**config.mk**
```make
export PLATFORM = sky130hd
export DESIGN_NAME = pipelined_instruction_decoder_flat
export DESIGN_NICKNAME = d
export VERILOG_FILES = /design/src/rtl/pipelined_instruction_decoder_if.sv /design/src/rtl/pipelined_instruction_decoder.sv /design/src/flat_wrapper.sv
export SDC_FILE = /design/constraint.sdc
export NUM_CORES = 1
export LEC_CHECK = 0
export BUFFER_PORTS_ARGS = -buffer_cell sky130_fd_sc_hd__buf_2
export CORE_MARGIN = 3
export CORE_UTILIZATION = 35
export CTS_CLUSTER_DIAMETER = 120
export DETAILED_ROUTE_END_ITERATION = 16
export GPL_ROUTABILITY_DRIVEN = 0
export PLACE_DENSITY = 0.57
export SETUP_SLACK_MARGIN = 0.15
export SLEW_MARGIN = 40
export SYNTH_ARGS = -nofsm -noshare
export SYNTH_HDL_FRONTEND = slang
export SYNTH_SLANG_ARGS = --single-unit
```
**constraint.sdc**
```tcl
create_clock -name clk -period 7 [get_ports clk]
set_clock_uncertainty 0.2 [all_clocks]
set_input_delay 1.4 -clock clk [delete_from_list [all_inputs] [get_ports clk]]
set_output_delay 1.4 -clock clk [all_outputs]
set_load 0.05 [all_outputs]
```
**src/rtl/pipelined_instruction_decoder_if.sv**
```systemverilog
`default_nettype none
// ============================================================================
// Module   : pipelined_instruction_decoder_if
// Brief    : Instruction input, microcode ROM and decoded output bundle for
//            the pipelined instruction decoder.
// Revision : 1.0 - initial release
// ============================================================================
interface pipelined_instruction_decoder_if #(
    parameter int UADDR_WIDTH = 6,
    parameter int UCODE_WIDTH = 32,
    parameter int PC_WIDTH    = 32
) ();
    logic                   flush;
    logic                   in_valid;
    logic                   in_ready;
    logic [31:0]            in_instruction;
    logic [PC_WIDTH-1:0]    in_pc;
    logic                   rom_en;
    logic [UADDR_WIDTH-1:0] rom_addr;
    logic [UCODE_WIDTH-1:0] rom_data;
    logic                   out_valid;
    logic                   out_ready;
    logic [UCODE_WIDTH-1:0] out_microcode;
    logic [24:0]            out_instruction_data;
    logic [PC_WIDTH-1:0]    out_pc;
    logic                   out_illegal;

    // Decoder side
    modport slave (
        input  flush, in_valid, in_instruction, in_pc, rom_data, out_ready,
        output in_ready, rom_en, rom_addr, out_valid, out_microcode,
               out_instruction_data, out_pc, out_illegal
    );

    // Fetch / ROM / execute side
    modport master (
        output flush, in_valid, in_instruction, in_pc, rom_data, out_ready,
        input  in_ready, rom_en, rom_addr, out_valid, out_microcode,
               out_instruction_data, out_pc, out_illegal
    );
endinterface
`default_nettype wire

```
**src/rtl/pipelined_instruction_decoder.sv**
```systemverilog
`default_nettype none
// ============================================================================
// Module   : pipelined_instruction_decoder
// Brief    : Opcode classifier driving an external microcode ROM; sideband is
//            pipelined alongside the ROM read and results are buffered in a
//            credit-tracked FWFT FIFO so backpressure never drops a ROM word.
// Revision : 1.0 - initial release
// ============================================================================
module pipelined_instruction_decoder #(
    parameter int UADDR_WIDTH = 6,
    parameter int UCODE_WIDTH = 32,
    parameter int PC_WIDTH    = 32,
    parameter int ROM_LATENCY = 1,
    parameter int FIFO_DEPTH  = 3
) (
    input wire clk,
    input wire rst_n,
    pipelined_instruction_decoder_if.slave bus
);
    localparam int SBW = 25 + PC_WIDTH + 1;
    localparam int CW  = $clog2(FIFO_DEPTH + 1);
    localparam int PW  = $clog2(FIFO_DEPTH);
    localparam logic [CW:0]   DEPTH_OCC = (CW + 1)'(FIFO_DEPTH);
    localparam logic [CW-1:0] DEPTH_CNT = CW'(FIFO_DEPTH);
    localparam logic [PW-1:0] LAST_PTR  = PW'(FIFO_DEPTH - 1);

    logic [2:0]             w_f3;
    logic [5:0]             w_code;
    logic                   w_illegal;
    logic [CW:0]            w_occ;
    logic                   w_in_ready;
    logic                   w_accept;
    logic                   w_push;
    logic                   w_pop;
    logic [SBW-1:0]         w_sb_in;

    logic [ROM_LATENCY-1:0] pipe_v_q;
    logic [SBW-1:0]         pipe_sb_q [ROM_LATENCY];
    logic [UCODE_WIDTH-1:0] fifo_uc_q [FIFO_DEPTH];
    logic [SBW-1:0]         fifo_sb_q [FIFO_DEPTH];
    logic [CW-1:0]          infl_cnt_q, infl_cnt_d;
    logic [CW-1:0]          fifo_cnt_q, fifo_cnt_d;
    logic [PW-1:0]          wr_ptr_q, wr_ptr_d;
    logic [PW-1:0]          rd_ptr_q, rd_ptr_d;
    logic [UADDR_WIDTH-1:0] rom_addr_q;

    assign w_f3 = bus.in_instruction[14:12];

    // Opcode classification into a 6-bit microcode entry point
    always_comb begin
        w_code    = 6'h00;
        w_illegal = 1'b0;
        case (bus.in_instruction[6:0])
            7'b0110111: w_code = 6'h01;
            7'b0010111: w_code = 6'h02;
            7'b1101111: w_code = 6'h03;
            7'b1100111: w_code = 6'h04;
            7'b1100011: w_code = {3'b001, w_f3};
            7'b0000011: w_code = {3'b010, w_f3};
            7'b0100011: w_code = {3'b011, w_f3};
            7'b0010011: w_code = {1'b1, bus.in_instruction[30] & (w_f3 == 3'b101), 1'b0, w_f3};
            7'b0110011: w_code = {1'b1, bus.in_instruction[30], 1'b1, w_f3};
            default:    w_illegal = 1'b1;
        endcase
    end

    // Credits: every accepted read owns a FIFO slot until it is popped, so
    // in_ready is a function of registered counts only.
    assign w_occ      = {1'b0, infl_cnt_q} + {1'b0, fifo_cnt_q};
    assign w_in_ready = rst_n & ~bus.flush & (w_occ < DEPTH_OCC);
    assign w_accept   = bus.in_valid & w_in_ready;
    assign w_push     = pipe_v_q[ROM_LATENCY-1];
    assign w_pop      = bus.out_valid & bus.out_ready;
    assign w_sb_in    = {bus.in_instruction[31:7], bus.in_pc, w_illegal};

    assign bus.in_ready      = w_in_ready;
    assign bus.rom_en        = w_accept;
    assign bus.rom_addr      = w_accept ? UADDR_WIDTH'(w_code) : rom_addr_q;
    assign bus.out_valid     = (fifo_cnt_q != '0);
    assign bus.out_microcode = fifo_uc_q[rd_ptr_q];
    assign {bus.out_instruction_data, bus.out_pc, bus.out_illegal} = fifo_sb_q[rd_ptr_q];

    // Sideband delay line, aligned with the ROM read data
    always_ff @(posedge clk or negedge rst_n) begin
        if (!rst_n) begin
            pipe_v_q <= '0;
            for (int i = 0; i < ROM_LATENCY; i++) pipe_sb_q[i] <= '0;
        end else begin
            pipe_v_q[0]  <= w_accept;
            pipe_sb_q[0] <= w_sb_in;
            for (int i = 1; i < ROM_LATENCY; i++) begin
                pipe_v_q[i]  <= pipe_v_q[i-1] & ~bus.flush;
                pipe_sb_q[i] <= pipe_sb_q[i-1];
            end
        end
    end

    // Next-state for credit counters and FIFO pointers; flush wipes them all
    always_comb begin
        infl_cnt_d = infl_cnt_q;
        fifo_cnt_d = fifo_cnt_q;
        wr_ptr_d   = wr_ptr_q;
        rd_ptr_d   = rd_ptr_q;
        if (bus.flush) begin
            infl_cnt_d = '0;
            fifo_cnt_d = '0;
            wr_ptr_d   = '0;
            rd_ptr_d   = '0;
        end else begin
            case ({w_accept, w_push})
                2'b10:   infl_cnt_d = infl_cnt_q + 1'b1;
                2'b01:   infl_cnt_d = infl_cnt_q - 1'b1;
                default: infl_cnt_d = infl_cnt_q;
            endcase
            case ({w_push, w_pop})
                2'b10:   fifo_cnt_d = fifo_cnt_q + 1'b1;
                2'b01:   fifo_cnt_d = fifo_cnt_q - 1'b1;
                default: fifo_cnt_d = fifo_cnt_q;
            endcase
            if (w_push) wr_ptr_d = (wr_ptr_q == LAST_PTR) ? '0 : wr_ptr_q + 1'b1;
            if (w_pop)  rd_ptr_d = (rd_ptr_q == LAST_PTR) ? '0 : rd_ptr_q + 1'b1;
        end
    end

    // Counter, pointer and last-address registers
    always_ff @(posedge clk or negedge rst_n) begin
        if (!rst_n) begin
            infl_cnt_q <= '0;
            fifo_cnt_q <= '0;
            wr_ptr_q   <= '0;
            rd_ptr_q   <= '0;
            rom_addr_q <= '0;
        end else begin
            infl_cnt_q <= infl_cnt_d;
            fifo_cnt_q <= fifo_cnt_d;
            wr_ptr_q   <= wr_ptr_d;
            rd_ptr_q   <= rd_ptr_d;
            if (w_accept) rom_addr_q <= UADDR_WIDTH'(w_code);
        end
    end

    // FIFO storage; a push while full is only possible together with a pop,
    // and the head is read combinationally before the slot is overwritten.
    always_ff @(posedge clk or negedge rst_n) begin
        if (!rst_n) begin
            for (int i = 0; i < FIFO_DEPTH; i++) begin
                fifo_uc_q[i] <= '0;
                fifo_sb_q[i] <= '0;
            end
        end else if (w_push && !bus.flush) begin
            fifo_uc_q[wr_ptr_q] <= bus.rom_data;
            fifo_sb_q[wr_ptr_q] <= pipe_sb_q[ROM_LATENCY-1];
        end
    end

    // Credits must always leave room for a returning ROM word
    always_ff @(posedge clk) begin
        if (rst_n && !bus.flush && w_push && !w_pop)
            assert (fifo_cnt_q < DEPTH_CNT);
    end
endmodule
`default_nettype wire

```
**src/flat_wrapper.sv**
```systemverilog
// flat-port wrapper written by rule: the top's interface ports become plain ports
module pipelined_instruction_decoder_flat 
#(
    parameter int UADDR_WIDTH = 6,
    parameter int UCODE_WIDTH = 32,
    parameter int PC_WIDTH    = 32,
    parameter int ROM_LATENCY = 1,
    parameter int FIFO_DEPTH  = 3
)
  (clk, rst_n, bus_flush, bus_in_valid, bus_in_instruction, bus_in_pc, bus_rom_data, bus_out_ready, bus_in_ready, bus_rom_en, bus_rom_addr, bus_out_valid, bus_out_microcode, bus_out_instruction_data, bus_out_pc, bus_out_illegal);
  pipelined_instruction_decoder_if #(.UADDR_WIDTH(UADDR_WIDTH), .UCODE_WIDTH(UCODE_WIDTH), .PC_WIDTH(PC_WIDTH)) bus_i ();
  input wire clk;
  input wire rst_n;
  input wire logic [$bits(bus_i.flush)-1:0] bus_flush;
  input wire logic [$bits(bus_i.in_valid)-1:0] bus_in_valid;
  input wire logic [$bits(bus_i.in_instruction)-1:0] bus_in_instruction;
  input wire logic [$bits(bus_i.in_pc)-1:0] bus_in_pc;
  input wire logic [$bits(bus_i.rom_data)-1:0] bus_rom_data;
  input wire logic [$bits(bus_i.out_ready)-1:0] bus_out_ready;
  output wire logic [$bits(bus_i.in_ready)-1:0] bus_in_ready;
  output wire logic [$bits(bus_i.rom_en)-1:0] bus_rom_en;
  output wire logic [$bits(bus_i.rom_addr)-1:0] bus_rom_addr;
  output wire logic [$bits(bus_i.out_valid)-1:0] bus_out_valid;
  output wire logic [$bits(bus_i.out_microcode)-1:0] bus_out_microcode;
  output wire logic [$bits(bus_i.out_instruction_data)-1:0] bus_out_instruction_data;
  output wire logic [$bits(bus_i.out_pc)-1:0] bus_out_pc;
  output wire logic [$bits(bus_i.out_illegal)-1:0] bus_out_illegal;
  assign bus_i.flush = bus_flush;
  assign bus_i.in_valid = bus_in_valid;
  assign bus_i.in_instruction = bus_in_instruction;
  assign bus_i.in_pc = bus_in_pc;
  assign bus_i.rom_data = bus_rom_data;
  assign bus_i.out_ready = bus_out_ready;
  assign bus_in_ready = bus_i.in_ready;
  assign bus_rom_en = bus_i.rom_en;
  assign bus_rom_addr = bus_i.rom_addr;
  assign bus_out_valid = bus_i.out_valid;
  assign bus_out_microcode = bus_i.out_microcode;
  assign bus_out_instruction_data = bus_i.out_instruction_data;
  assign bus_out_pc = bus_i.out_pc;
  assign bus_out_illegal = bus_i.out_illegal;
  pipelined_instruction_decoder #(.UADDR_WIDTH(UADDR_WIDTH), .UCODE_WIDTH(UCODE_WIDTH), .PC_WIDTH(PC_WIDTH), .ROM_LATENCY(ROM_LATENCY), .FIFO_DEPTH(FIFO_DEPTH)) u_core (.clk(clk), .rst_n(rst_n), .bus(bus_i));
endmodule
```
## Word-level counts from Yosys, hierarchy flattened

Index checks and enable logic that the tools add are counted.
Widths: inputs -> output; s select.

- Bits in writable memories: 0
- Bits in latches: 0
- Word-level logic and storage cells: 82
- Bits in read-only memories: 0
- Memories kept: 0
- Flip-flop bits (word level): 343

- Bitwise operators: 8
- Shift-type cells: 0
- Add/subtract/negate cells: 7
- Multipliers: 0
- Equal/unequal tests: 16
- Div/mod/pow operators: 0
- Multiplexer cells: 25
- Reduce and logical (&&, ||, !) cells: 9
- Magnitude comparators: 4

Operators by type and width:

| kind | number |
|---|---|
| $bwmux 174 | 1 |
| $mux 58 | 3 |
| $bmux 58 s2 | 1 |
| $demux 58 s2 | 1 |
| $bwmux 96 | 1 |
| $mux 32 | 3 |
| $bmux 32 s2 | 1 |
| $demux 32 s2 | 1 |
| $pmux 6 s9 | 1 |
| $eq 7x6->1 const B | 3 |
| $eq 7x7->1 const B | 3 |
| $mux 2 | 8 |
| $eq 7x5->1 const B | 2 |
| $reduce_or 9->1 | 1 |
| $add 2x1->2 const B | 4 |
| $eq 2x2->1 const B | 4 |
| $pmux 2 s2 | 2 |
| $eq 7x2->1 const B | 1 |
| $ge 3x3->1 const B | 2 |
| $mux 6 | 1 |
| $not 2->3 | 2 |
| $reduce_bool 2->1 | 3 |
| $reduce_bool 3->1 | 2 |
| $and 1x1->1 | 5 |
| 10 further kinds | 13 |

## Longest topological paths before layout

Gate-level depths: netlist of run 1.

- Word-level depth: 7
- Gate-level depth with buffers: 7

## Worst setup path before layout of run 1

OpenSTA, ideal clock, no wires.

- Path kind: in2out
- Start point: input bus_flush
- End point: output bus_rom_addr[2]
- Path buffers: 1
- Data required time: 5.400 ns
- Data arrival time: 3.662 ns
- Slack: 1.738 ns
- Cell stages on the path: 4
- Path through: buf_2 -> nor2_2 -> nand4_2 -> o41ai_1

- Longest elaborated chain between the ends: 5

RTL lines:

| element | line | source |
|---|---|---|
| start, declared | flat_wrapper.sv:14 | `input wire logic [$bits(bus_i.flush)-1:0] bus_flush;` |
| $not 1->1 | pipelined_instruction_decoder.sv:70 | `assign w_in_ready = rst_n & ~bus.flush & (w_occ < DEPTH_OCC);` |
| $and 1x1->1 (2 in a row) | pipelined_instruction_decoder.sv:70 |  |
| $and 1x1->1 | pipelined_instruction_decoder.sv:71 | `assign w_accept = bus.in_valid & w_in_ready;` |
| $mux 6 | - |  |
| end, declared | flat_wrapper.sv:22 | `output wire logic [$bits(bus_i.rom_addr)-1:0] bus_rom_addr;` |

Every way passes these cells.

## Final worst setup path of run 1

- Start point: input rst_n
- End point: output bus_rom_addr[2]

- Longest elaborated chain between the ends: 4

RTL lines:

| element | line | source |
|---|---|---|
| start, declared | flat_wrapper.sv:13 | `input wire rst_n;` |
| $and 1x1->1 (2 in a row) | pipelined_instruction_decoder.sv:70 |  |
| $and 1x1->1 | pipelined_instruction_decoder.sv:71 |  |
| $mux 6 | - |  |

Every way passes these cells.

==> flow_summary_export.csv, run 1 <==
group,metric,value,unit
worst_setup_path,start_kind,"input pin",
power_and_ir_drop,p_sw,0.00175,W
sta,tightest_slew,0.827,ns
place,pre_cts_ws,1.71,ns
floorplanning,dieArea,43300,µm²
power_and_ir_drop,p_leak,7.77,nW
worst_setup_path,endpoint_kind,"primary output",
status,status,"finished clean",
power_and_ir_drop,comb_power_share,20.8,%
clock_network,htree_levels,2,
floorplanning,start_util,35.8,%
clock_network,clk_path_buf_depth,3,
final_layout,final_nets,1326,
sta,hold_viol,0,
final_layout,fillers,3771,
clock_network,cts_resized,0,
flow_run,drv_cap,0,
sta,slew_headroom,44.9,%
route,first_pass_iters,4,
route,vias_per_cell,4.91,
clock_network,insertion_delay,0.55,ns
worst_setup_path,critPathArrivalTime,3.61,ns
final_layout,syn_to_final_growth,19.2,%
worst_setup_path,worstSetupStartpoint,"rst_n",
route,drc,0,
logic_synthesis,synth-seq-cells,343,
clock_network,cts.sinks,343,
min_path,hold_class,"flip-flop to flip-flop",
sta,slew_viol_final,0,
route,drt_iter0_drc,421,
global_routing,grtUsageTotal,15.4,%
floorplanning,row_count,73,
clock_network,tritoncts,"built",
logic_synthesis,synth.area.top_cells,"dfrtp_1 60%, mux2_2 21%, mux2i_1 6.4%",
power_and_ir_drop,power_density,327,nW/µm²
global_routing,grt_pass1_wl,53100,µm
route,ant_nets,0,
logic_synthesis,yosysTopAreaCellShare,60.0,%
logic_synthesis,async_reset_ff_share,100,%
clock_network,clock-root-buffer,"clkbuf_16",
final_layout,post-route-util,42.6,%
worst_setup_path,slowest_delay,0.72,ns
logic_synthesis,synth_flop_cell,"dfrtp_1",
clock_network,path_clk_slew,0.05,ns
logic_synthesis,yosysSeqAreaShare,60.0,%
power_and_ir_drop,seq_power_share,42.2,%
worst_setup_path,critPathMaxFanout,93,
floorplanning,io_pins,200,
sta,period_needed,5.21,ns
clock_network,cts-buffers-inserted,41,
floorplanning,core_area,40000,µm²
sta,tns,0,ns
worst_setup_path,cp_data_required_time,5.40,ns
logic_synthesis,yosysWarnings,0,
place,portBuffers,199,
clock_network,post-cts-setup-buffers,0,
route,vias,8726,
global_routing,grt_pass1_vias,9217,
final_layout,final_common_cell,"dfrtp_1",
clock_network,hold_buffers,0,
floorplanning,die_w,208,µm
logic_synthesis,yosysUniqueCellTypes,45,
sta,rsz0062_at_grt,"false",
final_layout,antennaDiodeCount,0,
worst_setup_path,path_class,"input pin to primary output",
power_and_ir_drop,internal-power,0.00383,W
worst_setup_path,r2r-start,"u_core.fifo_cnt_q[0]$_DFFE_PN0P_",
final_layout,drive_gt1_share,44.9,%
worst_setup_path,crit_chain,"buf_8 > nand4_2 > o41ai_1 > buf_2",
route,wire_per_inst,18.6,µm
global_routing,grt_overflow,0,
logic_synthesis,synth_cells,1031,
logic_synthesis,netlist.top_cell.by_area,"dfrtp_1",
sta,setup_viol,0,
global_routing,antenna_found_initial,3,
power_and_ir_drop,ir_drop,0.190,mV
logic_synthesis,avgSynthCellArea,13.9,µm²
place,hpwl,19700,µm
sta,fin_crit_sh,74.4,%
route,wl,33100,µm
floorplanning,die_h,208,µm
power_and_ir_drop,swShare,31.3,%
worst_setup_path,slowest_stage,"o41ai_1",
logic_synthesis,synth_edf_count,0,
global_routing,grt_max_degree,94,
sta,clock.fmax,0.192,GHz
logic_synthesis,synth.net_count,1134,
min_path,hp-start,"u_core.rom_addr_q[1]$_DFF_PN0_",
power_and_ir_drop,power_frac_clock,37.0,%
logic_synthesis,synth_area,14300,µm²
sta,finalWorstSetupSlack,1.79,ns
final_layout,final_cell_mix,"341 x dfrtp_1, 271 x mux2_2, 198 x buf_2, 101 x nand2_1, 94 x o21ai_0",
==> critical path: cells and delay by family <==
kind / cells / cell delay, ns
AND/OR/NAND/NOR: 1 / 0.56
buffers and inverters: 2 / 0.84
AO/OA/AOI/OAI: 1 / 0.72
==> stage by stage <==
step	hold WS, ns	power (W)	instances	area [µm²]
finish	0.289	0.00557	1779	17000
global route	0.313	0.00584	1779	17000
CTS	0.286	0.00568	1778	17000
detailed placement	0.271	0.00357	1704	15700
global placement	0.261	0.00354	1702	15700
floorplan	0.280	0.00323	1031	14300
==> flip-flops by register name (all words and copies together) (netlist names) <==
name,flops
u_core.fifo_cnt_q,2
u_core.infl_cnt_q,2
u_core.fifo_sb_q,174
u_core.rom_addr_q,6
u_core.fifo_uc_q,96
u_core.pipe_sb_q,58
u_core.wr_ptr_q,2
u_core.pipe_v_q,1
u_core.rd_ptr_q,2
==> power by group through the flow <==
| stage | Sequential [W] | Combinational, W | Clock [W] |
|---|---|---|---|
| CTS | 0.00235 | 0.00118 | 0.00214 |
| floorplan | 0.00235 | 0.000885 | 0 |
| detailed placement | 0.00239 | 0.00118 | 0 |
| finish | 0.00235 | 0.00116 | 0.00206 |
| global route | 0.00238 | 0.00124 | 0.00222 |
| global placement | 0.00238 | 0.00116 | 0 |
==> Yosys cell counts, types with 2 or more instances <==
cell type	number
nor2b_1	7
a21oi_1	4
nor3_1	3
nand3_1	2
nor2_1	10
buf_6	19
nand2b_1	4
nand2_1	101
or2_2	2
dfrtp_1	343
buf_2	19
mux2i_1	92
buf_4	11
clkbuf_1	18
o41ai_1	2
o21ai_0	94
a211oi_1	2
mux2_2	271
==> routing by layer <==
layer  vias up  wire [µm]  track usage [%]
met3        48       1870             4.09
met5         -         21                0
met1      4495      15200             20.6
li1       3999          -                -
met4         4        688             4.77
met2       180      15300             24.7
==> layout make-up <==
cell class | instances | area, µm² | area share, %
clock buffer | 62 | 1250 | 7.32
sequential | 343 | 8590 | 50.4
tap | 525 | 657 | 3.85
timing repair buffer | 216 | 1180 | 6.94
clock inverter | 12 | 73.8 | 0.433
multi-input combinational | 620 | 5290 | 31.0
inverter | 1 | 3.75 | 0.0220
==> logic make-up (layout without fill, tap and decap cells) <==
kind of cell	after synthesis	after routing	share of synthesized area [%]
and+or+nand+nor	143	143	4.52
muxes	363	363	27.8
adders and majority gates	2	2	0.227
xor gates and xnor gates	2	2	0.122
buffers and inverters	68	291	3.24
DFF	343	343	60.0
AOI/OAI and AO/OA	110	110	4.10
==> path summary, 6_finish.rpt <==
kind / endpoint / slack (ns) / cells past startpoint
worst min-delay path: u_core.rom_addr_q[1]$_DFF_PN0_ / 0.29 / 2
max in group asynchronous: u_core.fifo_uc_q[4]$_DFFE_PN0P_ / 4.09 / 3
min in group asynchronous: u_core.fifo_sb_q[2]$_DFFE_PN0P_ / 0.65 / 1
worst max-delay path: bus_rom_addr[2] / 1.79 / 4
worst max register to register: u_core.rom_addr_q[2]$_DFF_PN0_ / 4.28 / 5
worst min register to register: u_core.rom_addr_q[1]$_DFF_PN0_ / 0.29 / 2
Power figures use the tool's default switching activity.
==> run 2: changes to the inputs <==
- PLACE_DENSITY: 0.57 -> 0.59
- clock period: 7 -> 4.41 ns (I/O delays scaled with it)
==> run 2 against run 1 <==
Die area did not move. Clock power rose by 41%. Design area fell by 0.64%. Setup slack got worse by 1.3 ns. Global-route usage fell by 0.64 points. First-iteration DRC count fell by 17%. Register-to-register slack got worse by 2.4 ns. Non-clock buffer count rose by 4. Critical path depth rose by 3. Sequential power rose by 59%. Critical path type is now flip-flop to primary output. Largest power group unchanged.
==> flow_summary_export.csv, run 2 (synthesized netlist as in run 1, its figures left out) <==
group,metric,value,unit
route,vias_per_cell,4.89,
min_path,hold_depth,1,
global_routing,grt_overflow,0,
floorplanning,io_pins,200,
final_layout,regMostFlops,"u_core.fifo_sb_q",
clock_network,clock-root-buffer,"clkbuf_16",
worst_setup_path,critPathArrivalTime,2.84,ns
sta,tns,0,ns
worst_setup_path,critPathMaxFanout,15,
clock_network,post-cts-setup-buffers,0,
final_layout,final_cells,1776,
power_and_ir_drop,ir_drop,0.343,mV
final_layout,largest_reg_flops,174,
final_layout,top_regs,"u_core.fifo_sb_q: 174 flops, u_core.fifo_uc_q: 96 flops, u_core.pipe_sb_q: 58 flops",
global_routing,antenna_found_initial,2,
sta,setup_viol,0,
sta,clock.fmax,0.255,GHz
sta,slew_headroom,51.6,%
route,wl_met1,14400,µm
route,wl,31900,µm
final_layout,drive_gt1_share,44.0,%
clock_network,cts.sinks,343,
global_routing,grtUsageTotal,14.8,%
sta,hold_viol,0,
worst_setup_path,slowest_stage,"fa_1",
clock_network,htree_levels,2,
place,hpwl,19100,µm
clock_network,clk_path_buf_depth,3,
route,wl_met2,15100,µm
worst_setup_path,start_kind,"flip-flop",
floorplanning,core_area,40000,µm²
route,topRoutingLayerUsed,"met5",
worst_setup_path,r2r-start,"u_core.pipe_v_q$_DFF_PN0_",
sta,tightest_slew,0.726,ns
floorplanning,die_w,208,µm
place,portBuffers,199,
min_path,hp-start,"bus_in_pc[8]",
worst_setup_path,crit_chain,"ha_1 > fa_1 > nand2_1 > nand4_2 > buf_4 > o41ai_1 > buf_2",
worst_setup_path,slowest_delay,0.48,ns
final_layout,final_common_cell,"dfrtp_1",
min_path,hold_end,"u_core.pipe_sb_q[9]$_DFF_PN0_",
route,drt_iter0_drc,348,
route,first_pass_iters,4,
clock_network,cts_resized,0,
final_layout,syn_to_final_growth,18.4,%
route,vias,8685,
clock_network,path_clk_slew,0.06,ns
power_and_ir_drop,p_leak,7.70,nW
status,status,"finished clean",
sta,rsz0062_at_grt,"false",
final_layout,final_nets,1327,
power_and_ir_drop,power_density,501,nW/µm²
sta,fin_crit_sh,88.9,%
global_routing,grt_pass1_vias,9243,
worst_setup_path,r2r_slack,1.93,ns
sta,holdWs,0.243,ns
worst_setup_path,endpoint_kind,"primary output",
route,dr_wl_met3,1800,µm
worst_setup_path,r2r_cells,3,
global_routing,grt_pass1_wl,51400,µm
place,dp.cells,1707,
clock_network,cts-buffers-inserted,38,
clock_network,insertion_delay,0.54,ns
floorplanning,die_h,208,µm
worst_setup_path,path_class,"flip-flop to primary output",
worst_setup_path,r2r_end,"u_core.fifo_uc_q[21]$_DFFE_PN0P_",
worst_setup_path,cp_data_required_time,3.33,ns
sta,slew_viol_final,0,
sta,period_needed,3.92,ns
clock_network,tritoncts,"built",
final_layout,final_cell_mix,"341 x dfrtp_1, 271 x mux2_2, 198 x buf_2, 101 x nand2_1, 94 x o21ai_0",
floorplanning,row_count,73,
floorplanning,start_util,35.8,%
route,drc,0,
global_routing,grt_max_degree,79,
floorplanning,dieArea,43300,µm²
min_path,hold_class,"input pin to flip-flop",
flow_run,drv_cap,0,
route,wire_per_inst,18.0,µm
route,ant_nets,0,
[run 2: cell types whose count changed in the layout (fill, tap and decap cells not counted), sizes merged]
cell / change
buf: +3
clkinv: -4
clkinvlp: -1
clkbuf: -3
diode: +1
dlygate4sd3: +1
[run 2: how the worst max path moves through the flow]
stage,from,to,cells past startpoint
2_1_floorplan,bus_flush,bus_rom_addr[2],4
3_3_place_gp,bus_flush,bus_rom_addr[2],6
6_report,u_core.fifo_cnt_q[0]$_DFFE_PN0P_,bus_rom_addr[5],7
3_5_place_dp,bus_flush,bus_rom_addr[2],6
5_1_grt,u_core.fifo_cnt_q[0]$_DFFE_PN0P_,bus_rom_addr[2],7
4_1_cts,u_core.fifo_cnt_q[0]$_DFFE_PN0P_,bus_rom_addr[5],7
[run 2: cell type report]
class	instances	area [µm²]
Fill cell	3760	23100
Tap cell	525	657
Clock buffer	59	1070
Sequential cell	343	8590
Inverter	1	3.75
Antenna cell	1	2.50
Timing Repair Buffer	220	1270
Clock inverter	7	53.8
Multi-Input combinational cell	620	5290
[run 2: power by group]
part	internal (W)	switching, W	leakage, nW
logic	0.000591	0.00126	2.73
clock network	0.00167	0.00123	0.549
registers	0.00354	0.000193	4.42
[run 2: metal layers]
layer | track usage, % | vias to the layer above
met5 | 0 | -
met4 | 4.07 | 4
met3 | 3.71 | 43
met2 | 24.3 | 187
met1 | 19.5 | 4443
li1 | - | 4008
[run 2: worst max-delay path, delay by kind of cell (launching register included)]
family,cells,cell delay (ns)
buf+inv,2,0.54
fa+ha+maj,2,0.71
compound gates,1,0.41
simple gates,2,0.21
flops,1,0.42
[run 2: per-stage QoR]
step           utilization (%)  setup WS, ns  total power [W]  instance area [µm²]
3_3_place_gp              39.4         0.988          0.00562                15700
2_1_floorplan                -         0.184          0.00513                14300
5_1_grt                   42.3         0.239          0.00892                16900
3_5_place_dp              39.4         0.976          0.00566                15800
6_report                  42.3         0.491          0.00849                16900
4_1_cts                   42.3         0.418          0.00865                16900
[run 2: repair_timing]
item	in CTS	in global routing
endpoints found under the hold margin	18	0
hold buffers	1	0
endpoints found under the setup margin	0	0
==> run 3: changes to the inputs <==
- CTS_BUF_LIST: default -> sky130_fd_sc_hd__clkbuf_4
- clock period: 4.41 -> 3.35 ns (I/O delays scaled with it)
==> run 3 against run 2 <==
The flow now finishes with violations (setup timing). Critical path depth grew 3. Clock power grew 26%. First-iteration DRC count grew 14%. Setup slack lost 0.63 ns. Design area grew 11%. Power grew 35%. Sequential power grew 32%. Largest power group unchanged.
==> flow_summary_export.csv, run 3 (synthesized netlist as in run 1, its figures left out) <==
group,metric,value,unit
status,status,"finished, violations left",
status,violations,"setup timing",
sta,period_needed,3.48,ns
clock_network,insertion_delay,0.74,ns
worst_setup_path,cp_data_required_time,2.48,ns
global_routing,grt_pass1_vias,10300,
sta,clock.fmax,0.287,GHz
power_and_ir_drop,power_frac_clock,32.0,%
place,pre_cts_ws,0.287,ns
floorplanning,dieArea,43300,µm²
final_layout,final_nets,1490,
clock_network,path_clk_slew,0.06,ns
min_path,hold_depth,3,
floorplanning,die_w,208,µm
clock_network,tritoncts,"built",
worst_setup_path,r2r_cells,9,
global_routing,grt_overflow,0,
place,hpwl,18900,µm
min_path,hold_end,"u_core.rom_addr_q[0]$_DFF_PN0_",
worst_setup_path,path_class,"flip-flop to primary output",
min_path,hold_class,"input pin to flip-flop",
final_layout,syn_to_final_growth,31.5,%
worst_setup_path,slowest_delay,0.52,ns
final_layout,largest_reg_flops,174,
route,dr_wl_met3,2090,µm
final_layout,final_cell_mix,"341 x dfrtp_1, 271 x mux2_2, 140 x clkbuf_4, 123 x buf_2, 97 x nand2_1",
power_and_ir_drop,p_sw,0.00365,W
power_and_ir_drop,p_leak,8.58,nW
floorplanning,die_h,208,µm
worst_setup_path,cp_top_family,"adder cells",
sta,slew_headroom,59.2,%
power_and_ir_drop,seq_power_share,43.0,%
global_routing,grt_max_degree,146,
worst_setup_path,critPathArrivalTime,2.61,ns
sta,rsz0062_at_grt,"true",
final_layout,drive_gt1_share,48.1,%
worst_setup_path,worstSetupStartpoint,"u_core.infl_cnt_q[0]$_DFFE_PN0P_",
route,wl,35300,µm
route,drc,0,
route,wl_met1,16100,µm
global_routing,grtUsageTotal,16.0,%
power_and_ir_drop,ir_drop,0.349,mV
worst_setup_path,r2r_end,"u_core.rom_addr_q[3]$_DFF_PN0_",
route,drt_iter0_drc,396,
place,place_area,15900,µm²
sta,setup_viol,7,
worst_setup_path,endpoint_kind,"primary output",
final_layout,fillers,3646,
clock_network,clk_path_buf_depth,3,
global_routing,antenna_found_initial,3,
sta,hold_viol,0,
power_and_ir_drop,comb_power_share,25.0,%
floorplanning,row_count,73,
clock_network,htree_levels,3,
worst_setup_path,r2r-start,"u_core.infl_cnt_q[0]$_DFFE_PN0P_",
worst_setup_path,start_kind,"flip-flop",
final_layout,design_area,18800,µm²
route,ant_nets,0,
flow_run,drv_cap,0,
worst_setup_path,critPathMaxFanout,6,
route,first_pass_iters,6,
worst_setup_path,crit_chain,"ha_2 > fa_2 > nand2_2 > nand4_4 > buf_12 > buf_6 > nand2_2 > o41ai_2 > buf_4 > buf_12",
route,vias,9533,
clock_network,cts.sinks,343,
min_path,hp-start,"bus_in_instruction[5]",
floorplanning,io_pins,200,
sta,fin_crit_sh,104,%
sta,tightest_slew,0.612,ns
power_and_ir_drop,swShare,32.0,%
route,topRoutingLayerUsed,"met5",
final_layout,regMostFlops,"u_core.fifo_sb_q",
floorplanning,start_util,35.8,%
power_and_ir_drop,internal-power,0.00777,W
final_layout,seq_area,8590,µm²
final_layout,post-route-util,47.0,%
global_routing,grt_pass1_wl,55500,µm
clock_network,cts-buffers-inserted,91,
route,vias_per_cell,4.83,
sta,slew_viol_final,0,
clock_network,clock-root-buffer,"clkbuf_4",
floorplanning,core_area,40000,µm²
worst_setup_path,cp_num_buf_inv,4,
power_and_ir_drop,power_density,607,nW/µm²
worst_setup_path,slowest_stage,"fa_2",
worst_setup_path,r2r_slack,0.91,ns
final_layout,top_regs,"u_core.fifo_sb_q: 174 flops, u_core.fifo_uc_q: 96 flops, u_core.pipe_sb_q: 58 flops",
route,wire_per_inst,17.9,µm
final_layout,multi_input_area,5460,µm²
route,wl_met2,16300,µm
place,portBuffers,199,
final_layout,final_common_cell,"dfrtp_1",
sta,finalWorstSetupSlack,-0.135,ns
-- run 3: cell types whose count changed in the layout (fill, tap and decap cells not counted), sizes merged --
cell         delta
clkinv          +6
inv             -1
dlygate4sd3    +92
clkbuf         +86
bufinv          +2
buf            +11
-- run 3: metal layers --
metal	global-route usage, %	vias to the layer above
li1	-	4394
met1	20.9	4842
met2	25.3	230
met3	5.22	65
met4	5.44	2
met5	0	-
-- run 3: final cells by class --
class	count	share of cell area, %
diodes	1	0.0133
clock buffers	138	5.51
clock inverters	14	0.592
inverters	1	0.0200
multi-input cells	620	29.0
flip-flops and latches	343	45.7
well taps	525	3.49
repair buffers	330	15.7
-- run 3: worst max-delay path by stage --
stage                     slack [ns]  cells after the start              end
after detailed placement        0.29                      7  bus_rom_addr[2]
after floorplan                0.007                      5  bus_rom_addr[2]
after global routing           -0.34                      8  bus_rom_addr[1]
after CTS                      -0.26                     10  bus_rom_addr[5]
after global placement          0.28                      7  bus_rom_addr[2]
final                          -0.13                     10  bus_rom_addr[5]
-- run 3: what timing repair did --
| action | in CTS | in global routing |
|---|---|---|
| hold endpoints to repair | 298 | 0 |
| cloned | 2 | 5 |
| hold buffers | 93 | 0 |
| resized for setup | 64 | 168 |
| endpoints found under the setup margin | 98 | 79 |
| setup buffers | 7 | 1 |
| pin swaps | 11 | 1 |
-- run 3: through the flow --
stage	instances	total power [W]	setup TNS (ns)	hold slack, ns
global route	1972	0.0121	-2.10	0.0636
detailed placement	1708	0.00749	0	0.256
floorplan	1031	0.00676	0	0.174
CTS	1962	0.0114	-1.63	0.0329
global placement	1708	0.00744	0	0.250
finish	1972	0.0114	-0.638	0.158
-- run 3: worst reg2reg max path: stages, from the launching register on --
cell           delay [ns]
dfrtp_1              0.38
ha_2                 0.19
fa_2                 0.35
nor2_4               0.14
nand4_4              0.11
buf_12               0.16
buf_6                0.14
nand2_1              0.07
o21ai_2              0.06
dlygate4sd3_1        0.55
-- run 3: power groups by stage --
stage / Combinational [W] / Sequential [W] / Clock (W)
after floorplan: 0.00185 / 0.00491 / 0
after global placement: 0.00248 / 0.00496 / 0
after detailed placement: 0.00251 / 0.00498 / 0
after CTS: 0.00268 / 0.00490 / 0.00384
after global routing: 0.00303 / 0.00497 / 0.00407
final: 0.00286 / 0.00491 / 0.00365
